==> src/rtl/traffic_table_uart_tx.sv <==
// Mode-table read-back: walks entries 0..last_idx and prints each one
// as an 8N1 ASCII line "<idx> <7 hex digits>\r\n" on txd.
module traffic_table_uart_tx #(
    parameter int BAUD_DIV = 284
) (
    input  logic        clksrc1_1,
    input  logic        reset,
    input  logic        start,
    input  logic [3:0]  last_idx,
    output logic        rd_en,
    output logic [3:0]  rd_addr,
    input  logic [26:0] rd_data,
    output logic        txd,
    output logic        busy,
    output logic        done
);

    typedef enum logic [2:0] {
        IDLE,
        FETCH,
        CAPTURE,
        SEND,
        DONE
    } state_t;

    localparam int CW = (BAUD_DIV > 2) ? $clog2(BAUD_DIV) : 1;
    localparam logic [CW-1:0] BAUD_LAST = CW'(BAUD_DIV - 1);

    state_t        state_q, state_d;
    logic [3:0]    entry_q, entry_d;
    logic [3:0]    last_q, last_d;
    logic [26:0]   line_q, line_d;
    logic [3:0]    byte_q, byte_d;
    logic [3:0]    bit_q, bit_d;
    logic [CW-1:0] baud_q, baud_d;

    logic [3:0]    nib;
    logic [7:0]    cur_byte;

    function automatic logic [7:0] hex_ascii(input logic [3:0] n);
        return (n < 4'd10) ? (8'h30 + {4'h0, n}) : (8'h37 + {4'h0, n});
    endfunction

    always_ff @(posedge clksrc1_1) begin
        if (reset) begin
            state_q <= IDLE;
            entry_q <= '0;
            last_q  <= '0;
            line_q  <= '0;
            byte_q  <= '0;
            bit_q   <= '0;
            baud_q  <= '0;
        end else begin
            state_q <= state_d;
            entry_q <= entry_d;
            last_q  <= last_d;
            line_q  <= line_d;
            byte_q  <= byte_d;
            bit_q   <= bit_d;
            baud_q  <= baud_d;
        end
    end

    // Digit 2 carries only the top three data bits.
    always_comb begin
        nib = entry_q;
        unique case (byte_q)
            4'd2:    nib = {1'b0, line_q[26:24]};
            4'd3:    nib = line_q[23:20];
            4'd4:    nib = line_q[19:16];
            4'd5:    nib = line_q[15:12];
            4'd6:    nib = line_q[11:8];
            4'd7:    nib = line_q[7:4];
            4'd8:    nib = line_q[3:0];
            default: nib = entry_q;
        endcase
    end

    always_comb begin
        cur_byte = hex_ascii(nib);
        unique case (byte_q)
            4'd1:    cur_byte = 8'h20;
            4'd9:    cur_byte = 8'h0D;
            4'd10:   cur_byte = 8'h0A;
            default: cur_byte = hex_ascii(nib);
        endcase
    end

    always_comb begin
        state_d = state_q;
        entry_d = entry_q;
        last_d  = last_q;
        line_d  = line_q;
        byte_d  = byte_q;
        bit_d   = bit_q;
        baud_d  = baud_q;
        unique case (state_q)
            IDLE: begin
                if (start) begin
                    last_d  = last_idx;
                    entry_d = '0;
                    state_d = FETCH;
                end
            end
            FETCH: state_d = CAPTURE;
            CAPTURE: begin
                line_d  = rd_data;
                byte_d  = '0;
                bit_d   = '0;
                baud_d  = '0;
                state_d = SEND;
            end
            SEND: begin
                baud_d = baud_q + 1'b1;
                if (baud_q == BAUD_LAST) begin
                    baud_d = '0;
                    bit_d  = bit_q + 4'd1;
                    if (bit_q == 4'd9) begin
                        bit_d  = '0;
                        byte_d = byte_q + 4'd1;
                        if (byte_q == 4'd10) begin
                            byte_d = '0;
                            // Compare before incrementing so entry 15 ends cleanly.
                            if (entry_q == last_q) begin
                                state_d = DONE;
                            end else begin
                                entry_d = entry_q + 4'd1;
                                state_d = FETCH;
                            end
                        end
                    end
                end
            end
            DONE: state_d = IDLE;
            default: state_d = IDLE;
        endcase
    end

    always_comb begin
        rd_en   = (state_q == FETCH);
        rd_addr = rd_en ? entry_q : 4'd0;
        busy    = (state_q == FETCH) || (state_q == CAPTURE) ||
                  (state_q == SEND);
        done    = (state_q == DONE);
        txd     = 1'b1;
        if (state_q == SEND) begin
            if (bit_q == 4'd0) begin
                txd = 1'b0;
            end else if (bit_q == 4'd9) begin
                txd = 1'b1;
            end else begin
                txd = cur_byte[3'(bit_q - 4'd1)];
            end
        end
    end

endmodule

==> config.mk <==
export PLATFORM = sky130hd
export DESIGN_NAME = traffic_table_uart_tx
export DESIGN_NICKNAME = d
export VERILOG_FILES = /design/src/rtl/traffic_table_uart_tx.sv
export SDC_FILE = /design/constraint.sdc
export NUM_CORES = 1
export LEC_CHECK = 0
export CAP_MARGIN = 5
export CORE_MARGIN = 4
export CORE_UTILIZATION = 55
export DETAILED_ROUTE_END_ITERATION = 6
export GPL_ROUTABILITY_DRIVEN = 0
export PLACE_DENSITY = 0.8
export SKIP_CTS_REPAIR_TIMING = 1
export SLEW_MARGIN = 10
export SYNTH_ARGS = -nofsm -noshare
export SYNTH_HDL_FRONTEND = slang
export SYNTH_SLANG_ARGS = --single-unit
==> constraint.sdc <==
create_clock -name clksrc1_1 -period 5.3 [get_ports clksrc1_1]
set_clock_uncertainty 0.1 [all_clocks]
set_input_delay 1.59 -clock clksrc1_1 [delete_from_list [all_inputs] [get_ports clksrc1_1]]
set_output_delay 1.59 -clock clksrc1_1 [all_outputs]
set_load 0.01 [all_outputs]
# Yosys cells after proc, flatten, opt, wreduce, memory -nomap -nowiden
# Index checks and enable logic that the tools add are counted.
[word_totals]
register_bits = 55
out_inout_bits = 8
[op_classes]
n_addsub = 7
magnitude_cmp = 2
n_eq_ne = 22
n_mux = 30
n_reduce_logical = 11
[op_table]
columns = ["operator", "count"]
rows = [
  ["4-bit two-way mux", 11],
  ["4-bit one-hot mux with 7 select lines", 1],
  ["4-bit one-hot mux with 2 select lines", 3],
  ["7-bit one-hot mux with 3 select lines", 1],
  ["9-bit one-hot mux with 2 select lines", 1],
  ["4-bit by 3-bit == test with 1-bit output (second input constant)", 4],
  ["4-bit == test (second input constant)", 4],
  ["3-bit two-way mux", 5],
  ["6-bit by 4-bit adder with 7-bit output (first input constant)", 2],
  ["4-bit by 1-bit adder with 4-bit output (second input constant)", 3],
  ["3-bit one-hot mux with 4 select lines", 1],
  ["2-bit inequality test (second input constant)", 5],
  ["9-bit by 1-bit adder with 9-bit output (second input constant)", 1],
  ["9-bit == test (second input constant)", 1],
  ["9-bit two-way mux", 1],
  ["4-bit by 2-bit == test with 1-bit output (second input constant)", 2],
  ["7-bit two-way mux", 1],
  ["3-bit by 2-bit == test with 1-bit output (second input constant)", 2],
  ["6-bit AND reduction", 1],
  ["4-bit by 1-bit == test with 1-bit output (second input constant)", 1],
  ["4-bit == test", 1],
  ["4-bit logical NOT", 1],
  ["3-bit by 4-bit less-than comparator with 1-bit output (second input constant)", 1],
  ["4-bit less-than comparator (second input constant)", 1],
  ["11 further kinds", 17],
]

# Depth between registers and ports, before layout
# Gate-level depths: netlist (run 1).
[logic_depth]
ltp_word = 10
mapped_depth = 13
depth_no_buf = 11

# Least setup slack after synthesis (run 1)
# Ideal clock, no wire load.
[synth_timing]
path_kind = "flip-flop to output port"
startpoint = "register byte_q[2]"
endpoint = "output txd"
arrival_ns = 2.586
required_ns = 3.610
path_slack_ns = 1.024
path_stages_with_launch = 14
cell_sequence = "dfxtp_1 -> clkbuf_1 -> clkbuf_1 -> mux2i_1 -> nor3_1 -> a41oi_1 -> o221ai_1 -> inv_1 -> ha_1 -> nor2b_1 -> o21a_1 -> a311oi_1 -> o21ai_0 -> a21oi_1"
[synth_via]
elab_chain_len = 10
elab_cells_between_ends = 21
classes_between = "add/sub (2); order compare (1); eq/ne (10); mux (8)"
[synth_lines]
columns = ["item", "line", "rtl"]
rows = [
  ["from (decl)", "33", "logic [3:0] byte_q, byte_d;"],
  ["from (signal assigned)", "58", "byte_q <= byte_d;"],
  ["4-bit == test (tied with other cells)", "67", "unique case (byte_q)"],
  ["4-bit one-hot mux with 7 select lines", "67", ""],
  ["6-bit by 4-bit adder with 7-bit output or 4-bit less-than comparator (tied branches)", "41", "return (n < 4'd10) ? (8'h30 + {4'h0, n}) : (8'h37 + {4'h0, n});"],
  ["7-bit two-way mux", "41", ""],
  ["7-bit one-hot mux with 3 select lines (*)", "81", "unique case (byte_q)"],
  ["1-bit binary-select mux with 3-bit select (*)", "152", "txd = cur_byte[3'(bit_q - 4'd1)];"],
  ["1-bit two-way mux (implied by the code) (*)", "152", ""],
  ["1-bit two-way mux (*)", "149", "end else if (bit_q == 4'd9) begin"],
  ["1-bit two-way mux (*)", "147", "if (bit_q == 4'd0) begin"],
  ["1-bit two-way mux (*)", "146", "if (state_q == SEND) begin"],
  ["to (decl)", "13", "output logic txd,"],
]
# Every way passes the cells marked *; elsewhere a longest branch is shown, timed or not. The select of a mux whose other input is x is not followed.

# Worst setup path after layout (run 1)
[layout_timing]
startpoint = "register byte_q[0]"
endpoint = "output txd"
# Same word-level chain as after synthesis.

==> key figures, run 1 <==
Critical path
  • Crit path DAT: 3.42 ns
  • Most numerous cell on the critical path: o21a_1
  • Max incr delay on CP: 0.54 ns
  • Slowest-stage cell, CP: clkdlybuf4s50_1
  • Startpoint Class: flop
  • Buf+Inv Stages, Crit Path: 2
  • Kind of critical path: flop to output pin
  • Worst-path cell chain: or3b_1 -> o32ai_2 -> nand4_1 -> o21a_1 -> inv_1 -> ha_1 -> nor2b_1 -> o21a_1 -> a311oi_1 -> o21ai_0 -> a21oi_1 -> clkdlybuf4s50_1
  • Delay-heaviest family, CP: compound AO/OA/AOI/OAI gates
  • Worst Setup End Kind: output pin
  • Critical Path RT: 3.61 ns
  • Critical path fanouts, max: 15

Power
  • Pwr per Cell Area: 285 nW/um^2
  • Leak: 1.24 nW
  • Final Power: 1.03 mW
  • Worst IR Drop VDD: 0.212 mV

Floorplanning
  • Initial Utilization: 56.6%
  • I/O pin count: 42
  • Core Area: 5470 sq um
  • Cell Rows: 27
  • Die Y: 83.1 um
  • Die ar.: 6900 sq um
  • Die width: 83.1 um

Routing
  • DRC: 0
  • Via/cell ratio: 5.78
  • Final wirelength: 6930 um
  • Post-route ant nets: 0
  • WL/cell: 13.7 um
  • Via count: 2,917
  • Drt first pass iters: 5
  • DR iter-0 viols: 238

Layout
  • Antenna cells: 0
  • Layout cell share with drive strength beyond 1: 7.16%
  • Area growth, synth to finish: 16.9%
  • Finished Core Util: 66.2%
  • Area of the multi-input gates: 1860 sq um
  • Final nets: 472
  • FF+latch area: 1100 sq um
  • # fillers: 488
  • Layout Cells excl Fill: 505

Worst hold path
  • Hold WC Path Type: flop to flop

Yosys
  • Number of synthesized flops with an enable pin: 0
  • Top_reg_cell synth: dfxtp_1
  • Syn avg cell area: 7.61 sq um
  • Netlist cell types: 59
  • Synth area leader: dfxtp_1
  • Top post-synthesis cells by count: nand2_1 (77), dfxtp_1 (55), a21oi_1 (51), nor2_1 (34), clkbuf_1 (18)
  • Syn Std Cell Area: 3100 sq um
  • Seq/Total Area, Yosys: 35.5%
  • Async set-or-reset flop fraction in the synthesized netlist: 0%
  • Mapped Cells: 407
  • Flip-flop and latch count after synthesis: 55
  • Synth top area cells: dfxtp_1 (36%), nand2_1 (9.3%), a21oi_1 (8.2%)
  • Synth warn: 0
  • Post-Synthesis Net Count: 447
  • Area share of the largest cell type after synthesis: 35.5%
  • Most instantiated library cell after synthesis: nand2_1

Clocking
  • H-Tree Depth: 2
  • TritonCTS clock tree: yes
  • CTS Sinks: 55
  • Max clock buf depth: 2
  • Clk slew on worst S/H paths: 0.11 ns
  • Total CTS buffers: 5
  • Root Buffer: clkbuf_8
  • Latest clock arrival within the worst-skew pair: 0.31 ns

GRT
  • Tot GR Track Use: 19.2%
  • Vias in the first global route: 2,513
  • First-pass GRT wire length: 11,400 um
  • GRT met2 Usage: 31.7%
  • Total gr overflow: 0
  • Largest net degree at the start of global routing: 56
  • Gr busiest metal: met2
  • Initial antenna violation count: 0
  • Met1 global-route usage: 26.2%
  • GRT met3 Usage: 3.57%

Timing
  • Fmax: 196 MHz
  • Final setup viols: 0
  • Worst-Margin Slew: 0.994 ns
  • Crit share post-route: 96.5%
  • Hold slack final: 0.357 ns
  • Setup WS post-layout: 0.186 ns
  • Fin. Hold Viols: 0
  • RSZ-0062 raised after global routing: false
  • Final min period: 5.11 ns
  • Max-slew violations: 0
  • Rel. slew slack: 33.8%

Flow run
  • Total of max-cap violations: 0

Placed design
  • Dpl ws: 0.271 ns
  • Port bufs: 41
  • DP Cell Count: 497
  • HPWL Detailed: 4980 um

Status
  • Status: completed
## cell type report
class / instances / share of cell area, %
Multi-Input combinational cell: 314 / 51.2
Inverter: 11 / 1.14
Clock buffer: 7 / 2.38
Timing Repair Buffer: 45 / 12.0
Tap cell: 72 / 2.49
Sequential cell: 55 / 30.5
Clock inverter: 1 / 0.242
## cell usage in the layout (no fill, tap or decap), types with 2 or more instances in the layout
cell type        Yosys  routed
a211oi_1             2       2
a21oi_1             51      51
a311oi_1             5       5
a31oi_1              5       5
and2_1               7       7
and3_1               5       5
and3b_1              4       4
buf_4                0       4
clkbuf_8             0       6
clkdlybuf4s50_1      0      40
dfxtp_1             55      52
dfxtp_2              0       3
ha_1                 6       6
inv_1               11      11
mux2i_1              9       9
nand2_1             77      77
nand2b_1             6       6
nand3_1             10      10
nand3b_1             3       3
nand4_1              7       7
nor2_1              34      34
nor2_4               2       2
nor2b_1              6       6
nor3_1               7       7
nor3_2               2       2
nor3b_1              3       3
nor4_1               5       5
nor4b_1              2       2
o21a_1               2       2
o21ai_0             16      16
or3_1                2       2
or3b_1               2       2
xnor2_1              7       7
xor2_1               2       2
## where the power goes
group | internal (mW) | switching, mW | total [mW]
Clock | 0.107 | 0.135 | 0.242
Sequential | 0.461 | 0.0391 | 0.500
Combinational | 0.124 | 0.169 | 0.292
## state kept, by name, indices dropped and copies added (netlist names)
name     cells
entry_q      4
bit_q        4
line_q      27
byte_q       4
baud_q       9
state_q      3
last_q       4
## path summary, 6_finish.rpt
check,from,end,slack [ns],cells after the start
setup / recovery,byte_q[0]$_SDFFE_PP0P_,txd,0.19,12
hold / removal,line_q[7]$_SDFFE_PP0P_,line_q[7]$_SDFFE_PP0P_,0.36,2
setup reg to reg,bit_q[0]$_SDFFE_PP0P_,entry_q[3]$_SDFFE_PP0P_,2.49,7
hold reg to reg,line_q[7]$_SDFFE_PP0P_,line_q[7]$_SDFFE_PP0P_,0.36,2
## stage by stage
step,setup TNS [ns],instance area [sq um]
global placement,0,3500
global route,0,3620
detailed placement,0,3500
finish,0,3620
floorplan,0,3100
CTS,-0.0963,3600
## worst reg2reg max path: cells and delay by family, from the launching register on
kind / cells / cell delay (ns)
AO/OA/AOI/OAI: 1 / 0.25
AND/OR/NAND/NOR: 4 / 1.38
flip-flops: 1 / 0.55
XOR/XNOR: 1 / 0.13
adder cells (fa/ha/maj): 1 / 0.24
## cells by family after synthesis
| kind of cell | share of synthesized area [%] |
|---|---|
| XOR/XNOR | 2.54 |
| adder cells (fa/ha/maj) | 2.42 |
| flip-flops | 35.5 |
| buffers and inverters | 5.25 |
| AND/OR/NAND/NOR | 32.5 |
| multiplexers | 3.27 |
| AO/OA/AOI/OAI | 18.5 |
## routing by layer
layer | vias to the layer above | wire, um
li1 | 1472 | -
met1 | 1343 | 3300
met2 | 88 | 3210
met3 | 14 | 328
met4 | 0 | 93
met5 | - | 0
(Power assumes the default switching activity.)
==> inputs of run 2 (changes only) <==
--- a/config.mk
+++ b/config.mk
@@ -7,10 +7,10 @@
 export LEC_CHECK = 0
 export CAP_MARGIN = 5
 export CORE_MARGIN = 4
-export CORE_UTILIZATION = 55
+export CORE_UTILIZATION = 45
 export DETAILED_ROUTE_END_ITERATION = 6
 export GPL_ROUTABILITY_DRIVEN = 0
-export PLACE_DENSITY = 0.8
+export PLACE_DENSITY = 0.67
 export SKIP_CTS_REPAIR_TIMING = 1
 export SLEW_MARGIN = 10
 export SYNTH_ARGS = -nofsm -noshare
==> key figures, run 2 (synthesized netlist as in run 1, its figures left out) <==
Status
  • Status: completed

Clocking
  • Clk slew on worst S/H paths: 0.10 ns (about the same)
  • Total CTS buffers: 5 (unchanged)
  • H-Tree Depth: 2 (unchanged)
  • TritonCTS clock tree: yes
  • CTS Sinks: 55 (unchanged)
  • Max clock buf depth: 2 (unchanged)
  • Latest clock arrival within the worst-skew pair: 0.31 ns (about the same)
  • Root Buffer: clkbuf_8

Floorplanning
  • Die width: 91.0 um (+9.5%)
  • Cell Rows: 29 (+7.4%)
  • Core Area: 6530 sq um (+19%)
  • Initial Utilization: 47.5% (-9.2 points)
  • I/O pin count: 42 (unchanged)
  • Die Y: 91.0 um (+9.5%)
  • Die ar.: 8280 sq um (+20%)

Power
  • Worst IR Drop VDD: 0.163 mV (-23%)
  • Leak: 1.24 nW (-0.26%)
  • Pwr per Cell Area: 287 nW/um^2 (+0.59%)

Critical path
  • Critical Path RT: 3.61 ns (about the same)
  • Crit path DAT: 3.40 ns (-0.02 ns)
  • Kind of critical path: flop to output pin
  • Critical path fanouts, max: 14 (-1)
  • Slowest-stage cell, CP: clkdlybuf4s50_1
  • Reg2Reg Depth: 9 (+2)
  • Worst Setup End Kind: output pin
  • Delay-heaviest family, CP: compound AO/OA/AOI/OAI gates
  • Worst path depth: 12 (unchanged)
  • Worst-path cell chain: or3b_1 -> o32ai_1 -> nand4_1 -> o21a_1 -> inv_1 -> ha_1 -> nor2b_1 -> o21a_1 -> a311oi_1 -> o21ai_0 -> a21oi_1 -> clkdlybuf4s50_1
  • Buf+Inv Stages, Crit Path: 2 (unchanged)
  • Max incr delay on CP: 0.55 ns (about the same)
  • Most numerous cell on the critical path: o21a_1
  • FF-to-FF setup slack: 2.49 ns (about the same)
  • Startpoint Class: flop

GRT
  • Tot GR Track Use: 17.6% (-1.6 points)
  • Total gr overflow: 0 (unchanged)
  • Initial antenna violation count: 0 (unchanged)
  • First-pass GRT wire length: 12,100 um (+6.4%)
  • Vias in the first global route: 2,521 (+0.32%)
  • Largest net degree at the start of global routing: 56 (unchanged)

Timing
  • Final TNS setup: 0 ns (unchanged)
  • Hold slack final: 0.361 ns (+0.00380 ns)
  • Max-slew violations: 0 (unchanged)
  • RSZ-0062 raised after global routing: false
  • Worst-Margin Slew: 1.03 ns (+0.0367 ns)
  • Fin. Hold Viols: 0 (unchanged)
  • Crit share post-route: 96.0% (-0.49 points)
  • Final min period: 5.09 ns (-0.0258 ns)
  • Fmax: 197 MHz (+0.51%)
  • Rel. slew slack: 31.3% (-2.4 points)
  • Final setup viols: 0 (unchanged)

Layout
  • Largest Register: line_q
  • Max FFs per register: 27 (unchanged)
  • Final nets: 472 (unchanged)
  • Antenna cells: 0 (unchanged)
  • Commonest non-fill, non-tap cell in the layout: nand2_1
  • Layout cell share with drive strength beyond 1: 6.93% (-0.23 points)
  • Area of the multi-input gates: 1850 sq um (-0.40%)
  • Area growth, synth to finish: 16.9% (about the same)
  • Commonest cells after routing, fill and taps aside: nand2_1 (77), dfxtp_1 (52), a21oi_1 (51)
  • Layout Cells excl Fill: 510 (+0.99%)
  • # fillers: 629 (+29%)
  • Largest registers: line_q: 27 flops, baud_q: 9 flops
  • FF+latch area: 1110 sq um (+0.23%)

Routing
  • Final wirelength: 7280 um (+5.1%)
  • DRC: 0 (unchanged)
  • Post-route ant nets: 0 (unchanged)
  • Drt first pass iters: 4 (-1)
  • Via count: 2,864 (-1.8%)
  • DR iter-0 viols: 244 (+2.5%)
  • WL/cell: 14.3 um (+4.1%)
  • Via/cell ratio: 5.62 (-2.8%)

Flow run
  • Total of max-cap violations: 0 (unchanged)

Worst hold path
  • Hold Crit Depth: 2 (unchanged)
  • Hold WC Path Type: flop to flop

Placed design
  • HPWL Detailed: 5240 um (+5.2%)
  • Port bufs: 41 (unchanged)
  • DP Cell Count: 502 (+1.0%)
run 2: area by class of cell:
| class | count | area share (%) |
|---|---|---|
| Clock inverter | 1 | 0.242 |
| Timing Repair Buffer | 45 | 12.0 |
| Inverter | 11 | 1.14 |
| Multi-Input combinational cell | 314 | 51.0 |
| Clock buffer | 7 | 2.38 |
| Sequential cell | 55 | 30.6 |
| Tap cell | 77 | 2.66 |
run 2: per-stage QoR:
| stage | utilization [%] | cell area [sq um] | worst slack [ns] | total power [mW] |
|---|---|---|---|---|
| after floorplan | - | 3100 | 1.02 | 0.725 |
| after global placement | 53.7 | 3510 | 0.541 | 0.804 |
| after detailed placement | 53.7 | 3510 | 0.368 | 0.808 |
| after CTS | 55.2 | 3600 | 0.0289 | 1.05 |
| after global routing | 55.5 | 3620 | 0.00313 | 1.11 |
| final | 55.5 | 3620 | 0.212 | 1.04 |
run 2: worst register-to-register path, delay by kind of cell (launching register included):
kind / cells / cell delay (ns)
AND/OR/NAND/NOR: 7 / 1.81
adder cells (fa/ha/maj): 1 / 0.24
flip-flops: 1 / 0.39
XOR/XNOR: 1 / 0.13
run 2: where the power goes:
group	switching [mW]	internal, mW
clock	0.137	0.107
combinational	0.173	0.124
sequential	0.0395	0.460
run 2: worst paths after layout:
| path | start | end |
|---|---|---|
| max | byte_q[2]$_SDFFE_PP0P_ | txd |
| min | line_q[17]$_SDFFE_PP0P_ | line_q[17]$_SDFFE_PP0P_ |
| max reg2reg | baud_q[0]$_SDFFE_PP0P_ | entry_q[3]$_SDFFE_PP0P_ |
| min reg2reg | line_q[17]$_SDFFE_PP0P_ | line_q[17]$_SDFFE_PP0P_ |
run 2: routing by layer:
layer | global-route usage [%] | vias to the layer above | routed length [um]
li1 | - | 1477 | -
met1 | 24.3 | 1318 | 3570
met2 | 28.1 | 61 | 3350
met3 | 3.80 | 8 | 299
met4 | 4.40 | 0 | 67
met5 | 0 | - | 0
